<file path="src/rtl/ca_pkg.sv">
// rtl/ca_pkg.sv - shared constants and fetch entry type for the fetch stage
package ca_pkg;

    localparam int                 INSTR_W    = 32;
    localparam int                ADDR_W_DEF = 32;
    localparam int                PC_STEP    = 4;
    localparam logic [INSTR_W-1:0] NOP_INSTR = 32'h0000_0000;

    typedef struct packed {
        logic [INSTR_W-1:0]    instr;
        logic [ADDR_W_DEF-1:0] pc;
    } fetch_entry_t;

endpackage

</file>
<file path="src/rtl/if_fifo.sv">
// rtl/if_fifo.sv - synchronous FIFO with flush, used for the prefetch buffer and the PC queue
module if_fifo
    import ca_pkg::*;
#(
    parameter int  DEPTH = 4,
    parameter type T     = fetch_entry_t,
    localparam int AW    = (DEPTH > 1) ? $clog2(DEPTH) : 1,
    localparam int CW    = $clog2(DEPTH + 1)
) (
    input  logic          clk,
    input  logic          rst_n,
    input  logic          push,
    input  T              push_data,
    input  logic          pop,
    input  logic          flush,
    output T              head,
    output logic          full,
    output logic          empty,
    output logic [CW-1:0] count
);

    T              r_mem [DEPTH];
    logic [AW-1:0] r_wr_ptr;
    logic [AW-1:0] r_rd_ptr;
    logic [CW-1:0] r_count;
    logic          w_push;
    logic          w_pop;

    function automatic logic [AW-1:0] ptr_inc(input logic [AW-1:0] p);
        return (p == AW'(DEPTH - 1)) ? '0 : p + AW'(1);
    endfunction

    assign full   = (r_count == CW'(DEPTH));
    assign empty  = (r_count == '0);
    assign count  = r_count;
    assign head   = r_mem[r_rd_ptr];
    assign w_pop  = pop && !empty;
    assign w_push = push && (!full || w_pop);

    always_ff @(posedge clk) begin
        if (w_push && !flush) begin
            r_mem[r_wr_ptr] <= push_data;
        end
    end

    // flush wins over a simultaneous push or pop
    always_ff @(posedge clk or negedge rst_n) begin
        if (!rst_n) begin
            r_wr_ptr <= '0;
            r_rd_ptr <= '0;
            r_count  <= '0;
        end else if (flush) begin
            r_wr_ptr <= '0;
            r_rd_ptr <= '0;
            r_count  <= '0;
        end else begin
            if (w_push) begin
                r_wr_ptr <= ptr_inc(r_wr_ptr);
            end
            if (w_pop) begin
                r_rd_ptr <= ptr_inc(r_rd_ptr);
            end
            r_count <= r_count + CW'(w_push) - CW'(w_pop);
        end
    end

endmodule

</file>
<file path="src/rtl/instr_fetch_stage.sv">
// rtl/instr_fetch_stage.sv - PC sequencing, imem request/response and prefetch FIFO to decode
// Optional perf counters enabled by defining IF_PERF_CNT_EN.
module instr_fetch_stage
    import ca_pkg::*;
#(
    parameter int                ADDR_W     = ADDR_W_DEF,
    parameter logic [ADDR_W-1:0] RESET_PC   = '0,
    parameter int                FIFO_DEPTH = 4,
    parameter int                MAX_OUTST  = 2
) (
    input  logic              clk,
    input  logic              rst_n,
    output logic              imem_req_valid,
    input  logic              imem_req_ready,
    output logic [ADDR_W-1:0] imem_req_addr,
    input  logic              imem_rsp_valid,
    input  logic [INSTR_W-1:0] imem_rsp_data,
    input  logic              redirect_valid,
    input  logic [ADDR_W-1:0] redirect_pc,
    output logic              dec_valid,
    input  logic              dec_ready,
    output logic [INSTR_W-1:0] dec_instr,
    output logic [ADDR_W-1:0] dec_pc
`ifdef IF_PERF_CNT_EN
    ,
    output logic [31:0]       perf_fetched,
    output logic [31:0]       perf_stall,
    output logic [31:0]       perf_flush
`endif
);

    localparam int CW  = $clog2(FIFO_DEPTH + 1);
    localparam int SW  = CW + 1;
    localparam int QCW = $clog2(MAX_OUTST + 1);

    logic [ADDR_W-1:0] r_fetch_pc;
    logic [CW-1:0]     r_outst;
    logic [CW-1:0]     r_drop;
    logic [CW-1:0]     w_outst_nxt;
    logic [CW-1:0]     w_fifo_cnt;
    logic [QCW-1:0]    w_pcq_cnt;
    logic [ADDR_W-1:0] w_pcq_head;
    logic              w_pcq_full;
    logic              w_pcq_empty;
    logic              w_fifo_full;
    logic              w_fifo_empty;
    logic              w_accept;
    logic              w_rsp_ok;
    logic              w_drop;
    logic              w_push;
    logic              w_pop;
    fetch_entry_t      w_push_entry;
    fetch_entry_t      w_head;

    // Budget counts in-flight requests against FIFO space so every response has a slot.
    assign imem_req_valid = rst_n && !redirect_valid
                         && (SW'(r_outst) + SW'(w_fifo_cnt) < SW'(FIFO_DEPTH))
                         && (r_outst < CW'(MAX_OUTST));
    assign imem_req_addr  = r_fetch_pc;

    assign w_accept    = imem_req_valid && imem_req_ready;
    assign w_rsp_ok    = imem_rsp_valid && (r_outst != '0);
    assign w_drop      = w_rsp_ok && (redirect_valid || (r_drop != '0));
    assign w_push      = w_rsp_ok && !w_drop;
    assign w_pop       = dec_valid && dec_ready;
    assign w_outst_nxt = r_outst + CW'(w_accept) - CW'(w_rsp_ok);

    always_comb begin
        w_push_entry       = '0;
        w_push_entry.instr = imem_rsp_data;
        w_push_entry.pc    = ADDR_W_DEF'(w_pcq_head);
    end

    // PC queue only holds live requests; stale ones are flushed and covered by r_drop.
    if_fifo #(
        .DEPTH (MAX_OUTST),
        .T     (logic [ADDR_W-1:0])
    ) u_pc_queue (
        .clk       (clk),
        .rst_n     (rst_n),
        .push      (w_accept),
        .push_data (r_fetch_pc),
        .pop       (w_push),
        .flush     (redirect_valid),
        .head      (w_pcq_head),
        .full      (w_pcq_full),
        .empty     (w_pcq_empty),
        .count     (w_pcq_cnt)
    );

    if_fifo #(
        .DEPTH (FIFO_DEPTH),
        .T     (fetch_entry_t)
    ) u_prefetch (
        .clk       (clk),
        .rst_n     (rst_n),
        .push      (w_push),
        .push_data (w_push_entry),
        .pop       (w_pop),
        .flush     (redirect_valid),
        .head      (w_head),
        .full      (w_fifo_full),
        .empty     (w_fifo_empty),
        .count     (w_fifo_cnt)
    );

    assign dec_valid = !w_fifo_empty;
    assign dec_instr = dec_valid ? w_head.instr : NOP_INSTR;
    assign dec_pc    = dec_valid ? ADDR_W'(w_head.pc) : '0;

    always_ff @(posedge clk or negedge rst_n) begin
        if (!rst_n) begin
            r_fetch_pc <= RESET_PC;
            r_outst    <= '0;
            r_drop     <= '0;
        end else begin
            r_outst <= w_outst_nxt;
            if (redirect_valid) begin
                r_fetch_pc <= redirect_pc & ~ADDR_W'(3);
                r_drop     <= w_outst_nxt;
            end else begin
                if (w_accept) begin
                    r_fetch_pc <= r_fetch_pc + ADDR_W'(PC_STEP);
                end
                if (w_rsp_ok && (r_drop != '0)) begin
                    r_drop <= r_drop - CW'(1);
                end
            end
        end
    end

`ifdef IF_PERF_CNT_EN
    logic [31:0] r_perf_fetched;
    logic [31:0] r_perf_stall;
    logic [31:0] r_perf_flush;

    always_ff @(posedge clk or negedge rst_n) begin
        if (!rst_n) begin
            r_perf_fetched <= '0;
            r_perf_stall   <= '0;
            r_perf_flush   <= '0;
        end else begin
            if (w_pop && (r_perf_fetched != '1)) begin
                r_perf_fetched <= r_perf_fetched + 32'd1;
            end
            if (dec_ready && !dec_valid && (r_perf_stall != '1)) begin
                r_perf_stall <= r_perf_stall + 32'd1;
            end
            if (redirect_valid && (r_perf_flush != '1)) begin
                r_perf_flush <= r_perf_flush + 32'd1;
            end
        end
    end

    assign perf_fetched = r_perf_fetched;
    assign perf_stall   = r_perf_stall;
    assign perf_flush   = r_perf_flush;
`endif

    a_rsp_without_req: assert property (@(posedge clk) disable iff (!rst_n)
        !(imem_rsp_valid && (r_outst == '0)));
    a_pcq_overflow: assert property (@(posedge clk) disable iff (!rst_n)
        !(w_accept && w_pcq_full));
    a_pcq_underflow: assert property (@(posedge clk) disable iff (!rst_n)
        !(w_push && w_pcq_empty));
    a_pcq_tracks: assert property (@(posedge clk) disable iff (!rst_n)
        SW'(w_pcq_cnt) <= SW'(r_outst));
    a_fifo_overflow: assert property (@(posedge clk) disable iff (!rst_n)
        !(w_push && w_fifo_full && !w_pop));

endmodule

</file>
<file path="config.mk">
export PLATFORM = sky130hd
export DESIGN_NAME = instr_fetch_stage
export DESIGN_NICKNAME = d
export VERILOG_FILES = /design/src/rtl/ca_pkg.sv /design/src/rtl/if_fifo.sv /design/src/rtl/instr_fetch_stage.sv
export SDC_FILE = /design/constraint.sdc
export NUM_CORES = 1
export LEC_CHECK = 0
export CORE_UTILIZATION = 50
export DETAILED_ROUTE_END_ITERATION = 8
export PLACE_DENSITY = 0.75
export SYNTH_ARGS = -nofsm -noshare
export SYNTH_HDL_FRONTEND = slang
export SYNTH_SLANG_ARGS = --single-unit
</file>
<file path="constraint.sdc">
create_clock -name clk -period 3.33 [get_ports clk]
set_input_delay 0.4995 -clock clk [delete_from_list [all_inputs] [get_ports clk]]
set_output_delay 0.4995 -clock clk [all_outputs]
set_load 0.02 [all_outputs]
</file>
# Yosys cells after proc, flatten, opt, wreduce, memory -nomap -nowiden

Memories as Yosys holds them, arrays and structs flattened.
Index checks and enable logic that the tools add are counted.

Add/subtract/negate cells: 13
Order comparisons: 2
Equality and inequality tests: 4
Multiplexer cells: 24
Reductions and logical operators: 34

Operators by type and width:

| operator                | number |
|---|---|
| $mux W32                | 4 |
| $add A32 B3 Y32 const B | 1 |
| $logic_and A1 B1 Y1     | 15 |
| $mux W2                 | 7 |
| $reduce_bool A2 Y1      | 6 |
| $mux W1                 | 10 |
| $mux W3                 | 3 |
| $add A3 B1 Y3           | 2 |
| $eq A2 B2 Y1 const B    | 3 |
| $logic_not A1 Y1        | 6 |
| $reduce_bool A3 Y1      | 2 |
| $sub A3 B1 Y3           | 2 |
| $add A2 B1 Y2 const B   | 2 |
| $add A3 B3 Y4           | 1 |
| $lt A4 B3 Y1 const B    | 1 |
| $eq A3 B3 Y1 const B    | 1 |
| $logic_not A3 Y1        | 1 |
| $logic_or A1 B1 Y1      | 3 |
| $lt A3 B2 Y1 const B    | 1 |
| $sub A3 B1 Y3 const B   | 1 |
| $add A1 B1 Y1 const B   | 2 |
| $add A2 B1 Y2           | 1 |
| $logic_not A2 Y1        | 1 |
| $sub A2 B1 Y2           | 1 |

Register bits after elaboration: 49
Memory bits (writable): 320
Input bits: 70
Logic and storage cells: 88
Memories: 2

Memory list:

| memory           | words | bits a word | rd ports | clocked after Yosys merged registers in | write ports | RTL line      | text |
|---|---|---|---|---|---|---|---|
| u_prefetch.r_mem | 4     | 64          | 1        | 0                                       | 1           | if_fifo.sv:22 | `T r_mem [DEPTH];` |
| u_pc_queue.r_mem | 2     | 32          | 1        | 0                                       | 1           | if_fifo.sv:22 |  |

# Logic depth before layout (Yosys ltp)

Depth in word-level cells: 11
Mapped depth: 15

# By module

From an unflattened synthesis, not the netlist that was laid out.

Cells, all modules: 824
Area, all modules: 14958.1 um2

By module, submodules not included:

| module               | instances | cells an instance | area an instance (um2) | seq. area each (um2) |
|---|---|---|---|---|
| if_fifo (u_prefetch) | 1         | 382               | 9725.6                 | 7862.5 |
| instr_fetch_stage    | 1         | 317               | 2653.8                 | 900.9 |
| if_fifo (u_pc_queue) | 1         | 125               | 2578.7                 | 2021.9 |

# Worst setup path after synthesis

OpenSTA, ideal clock, no wires.

Path kind: input -> register
From: input redirect_valid
To: memory u_prefetch.r_mem[1][10] in the netlist's numbering (enable)
Library setup time: 426 ps
Arrival: 2981 ps
Slack: -78 ps
Stages: 4
Path buffers: 1
Path through: buf_2 > or4b_1 > nor2_2 > and2_1

Word-level cells in the longest chain between the ends: 8
Elaborated cells on any way between the ends: 9
Those cells by class: mux: 2; reduce/logical: 7

RTL lines:

| item                              | RTL line                | text |
|---|---|---|
| from (decl)                       | instr_fetch_stage.sv:18 | `input logic redirect_valid,` |
| $logic_or A1 B1 Y1                | instr_fetch_stage.sv:63 | `assign w_drop = w_rsp_ok && (redirect_valid \|\| (r_drop != '0));` |
| $logic_and A1 B1 Y1               | instr_fetch_stage.sv:63 |  |
| $logic_not A1 Y1                  | instr_fetch_stage.sv:64 | `assign w_push = w_rsp_ok && !w_drop;` |
| $logic_and A1 B1 Y1               | instr_fetch_stage.sv:64 |  |
| $logic_and A1 B1 Y1               | if_fifo.sv:38           | `assign w_push = push && (!full \|\| w_pop);` |
| $logic_and A1 B1 Y1 (*)           | if_fifo.sv:41           | `if (w_push && !flush) begin` |
| $mux W1 (*)                       | if_fifo.sv:41           |  |
| $mux W1 (not written as such) (*) | if_fifo.sv:42           | `r_mem[r_wr_ptr] <= push_data;` |
| to (decl)                         | if_fifo.sv:22           |  |

Every way passes the cells marked *; elsewhere a longest branch is shown, timed or not.

# Worst setup path after layout

From: register u_prefetch.r_count[2] (netlist: u_prefetch.count[2])
To: output dec_pc[27]

Word-level cells in the longest chain between the ends: 2

RTL lines:

| item                   | RTL line                 | text |
|---|---|---|
| from (decl)            | if_fifo.sv:25            | `logic [CW-1:0] r_count;` |
| from (signal assigned) | if_fifo.sv:63            | `r_count <= r_count + CW'(w_push) - CW'(w_pop);` |
| $logic_not A3 Y1       | if_fifo.sv:34            | `assign empty = (r_count == '0);` |
| $mux W32               | instr_fetch_stage.sv:109 | `assign dec_pc = dec_valid ? ADDR_W'(w_head.pc) : '0;` |
| to (decl)              | instr_fetch_stage.sv:23  | `output logic [ADDR_W-1:0] dec_pc` |

Every way passes these cells.

==> impl_metrics.py <==
metrics = {
    "cts": {
        "cts_max_path_buffers": 3,
        "cts_tree": "yes",
        "clk_latency_ns": 0.51,
        "root_buffer": "clkbuf_16",
        "numCtsBuffers": 36,
        "postCtsHoldBufs": 0,
        "clk_pin_slew_ns": 0.06,
        "htreeDepth": 2,
        "cts.sinks": 355,
    },
    "placed_design": {
        "port_buffers": 161,
        "dpl-instance-area_sq_mm": 0.01671,
        "placed_cells": 1347,
        "gp_congestion": 0.7848,
        "place_hpwl_um": 17900,
        "pre_cts_ws_ns": 0.3223,
    },
    "cells_and_area": {
        "area_growth_pct": 23.63,
        "final_common_cell": "edfxtp_1",
        "n_antenna_cell": 0,
        "seq_area_sq_mm": 0.01043,
        "final_cell_area_sq_mm": 0.01783,
        "layout-drive-gt1-share": 0.1845,
        "fin_cells": 1413,
        "multi_input_area_sq_mm": 0.003739,
        "mostFrequentLayoutCells": "edfxtp_1, clkdlybuf4s50_1, and2_1, mux4_2, dfrtp_1",
        "fillerInstances": 2012,
        "nets": 1101,
        "fin_util": 0.6347,
    },
    "drt": {
        "wl_per_cell_um": 19.97,
        "antenna_left": 0,
        "routed_via_density": 5.578,
        "drc": 0,
        "drt_wl_total_um": 28210,
        "dr.pass1.iters": 5,
        "drtIter0Drc": 518,
        "dr_total_vias": 7882,
    },
    "yosys": {
        "yosysSeqAreaShare": 0.7230,
        "synthDistinctLibCells": 55,
        "yosysTopAreaCell": "edfxtp_1",
        "synth-seq-cells": 355,
        "ys.flop_type": "edfxtp_1",
        "syn_inst": 818,
        "synth_area_per_cell_sq_um": 17.63,
        "synth_edf_count": 308,
        "synth_area_sq_mm": 0.01442,
        "async_reset_ff_frac": 0.1324,
        "ys_top_cells_by_area": "edfxtp_1, mux4_2, dfrtp_1",
        "yosys.area.top_type_share": 0.6414,
        "ys.warnings.count": 0,
    },
    "critical_path": {
        "critPathLaunch": "u_prefetch.count[2]$_DFF_PN0_",
        "reg2reg_depth": 11,
        "endpoint_kind": "output port",
        "regToRegStartpoint": "u_prefetch.count[1]$_DFF_PN0_",
        "start_kind": "register",
        "r2r_end": "r_drop[2]$_DFFE_PN0P_",
        "cp_max_fo": 63,
        "rrSetupSlack_ns": 0.64,
        "worstSetupPathType": "register to output port",
        "crit_required_ns": 2.83,
        "worstPathArrival_ns": 2.64,
        "cp-endpoint": "dec_pc[27]",
    },
    "global_route": {
        "grt_pass1_vias": 7972,
        "grt_usage": 0.1977,
        "grt_max_degree": 64,
        "grt_first_pass_wirelength_um": 44130,
        "antenna_found_initial": 0,
        "grt_overflow_total": 0,
    },
    "timing": {
        "setup_tns_ns": 0,
        "finClkSkew_ns": 0.01580,
        "final-setup-viol-count": 0,
        "worst_slack_ns": 0.1866,
        "drv_slew": 0,
        "finalWorstPathRequiredPeriod_ns": 3.143,
        "tightest_slew_ns": 0.7582,
        "rsz0062_at_grt": "no",
        "relSlewSlack": 0.4927,
        "period_share": 0.9440,
        "holdWs_ns": 0.1091,
        "fmaxAchievable_ghz": 0.3181,
        "final-hold-violation-count": 0,
    },
    "floorplanning": {
        "num_rows": 61,
        "die_area_sq_mm": 0.02952,
        "io-pin-count": 168,
        "fp.dieH_um": 171.8,
        "start_util": 0.5134,
        "coreArea_sq_mm": 0.02809,
        "die_w_um": 171.8,
    },
    "status": {
        "status": "complete, no violations",
    },
    "power": {
        "power_density_mw_per_mm2": 679.8,
        "vdd_ir_drop_max_v": 0.0003284,
        "power_mw": 12.12,
        "leakagePower_nw": 6.055,
    },
    "flow_run": {
        "maxCapViolCount": 0,
    },
    "min_path": {
        "hp-class": "input port to asynchronous set/reset pin",
    },
}
[kinds of logic (layout without fill, tap and decap cells)]
group	count (synthesis)	in the layout	synth area share
and+or+nand+nor	199	199	0.07749
xor gates and xnor gates	10	10	0.006074
other	1	4	0.0002601
adders and majority gates	19	19	0.01753
buffers and inverters	65	279	0.01961
AOI/OAI and AO/OA	73	73	0.03297
muxes	96	96	0.1230
DFF	355	355	0.7230
[Yosys cell counts (3+ instances only)]
master      n
o21ai_1    11
nand4_1     6
and3_1      7
nand2_1    44
mux2_2     30
nand3_1    17
edfxtp_1  308
a31oi_1     7
buf_1       6
a21oi_1     9
buf_2      13
and2_1     68
a221o_1     3
clkbuf_1   19
xor2_1      4
mux2i_1     4
buf_4       4
o21ai_0    15
nand4b_1    3
nor2_1     26
mux4_2     62
inv_1      20
o311ai_1    7
o211ai_1    7
a22oi_1     4
dfrtp_1    47
xnor2_1     6
ha_1       17
a32oi_1     3
nor3_1      6
nor2b_1     3
[state kept, by name (all words and copies together) (netlist names)]
signal               count
imem_req_addr           30
r_drop                   3
r_outst                  3
u_pc_queue.count         2
u_pc_queue.r_mem        60
u_pc_queue.r_rd_ptr      1
u_pc_queue.r_wr_ptr      1
u_prefetch.count         3
u_prefetch.r_mem       248
u_prefetch.r_rd_ptr      2
u_prefetch.r_wr_ptr      2
[timing repair]
item / CTS / global route
endpoints found under the setup margin: 0 / 6
gates resized for setup: 0 / 0
buffers inserted: 0 / 5
[cell type report]
class	instances	share of cell area
Timing Repair Buffer	196	0.1133
Clock buffer	49	0.05566
Inverter	22	0.004633
Tap cell	378	0.02653
Clock inverter	12	0.005054
Multi-Input combinational cell	401	0.2097
Sequential cell	355	0.5851
[worst min path at each step]
| stage | endpoint | startpoint | depth (start not counted) |
|---|---|---|---|
| 2_1_floorplan | imem_req_addr[10]$_DFFE_PN0N_ | rst_n | 0 |
| 3_3_place_gp | r_drop[1]$_DFFE_PN0P_ | r_drop[1]$_DFFE_PN0P_ | 2 |
| 3_5_place_dp | r_drop[1]$_DFFE_PN0P_ | r_drop[1]$_DFFE_PN0P_ | 2 |
| 4_1_cts | imem_req_addr[20]$_DFFE_PN0N_ | rst_n | 2 |
| 5_1_grt | r_outst[2]$_DFF_PN0_ | rst_n | 2 |
| 6_report | r_outst[2]$_DFF_PN0_ | rst_n | 2 |
[critical path: stages (launching register included)]
cell,delay [ns]
dfrtp_1,0.44
or3_2,0.51
buf_4,0.34
and2_1,0.28
clkdlybuf4s50_1,0.55
[per-layer routing]
metal,track usage,share of wire,vias to the layer above
met3,0.04119,0.063,38
met2,0.3124,0.47,279
met4,0.05656,0.017,0
li1,-,-,3571
met5,0,0,-
met1,0.2794,0.45,3994
[power by group]
part           switching [mW]  leakage [nW]  internal, mW
Combinational            1.57          2.17          1.57
Sequential              0.204          3.36          5.05
Clock                    1.56         0.530          2.16
Power figures use the tool's default switching activity.
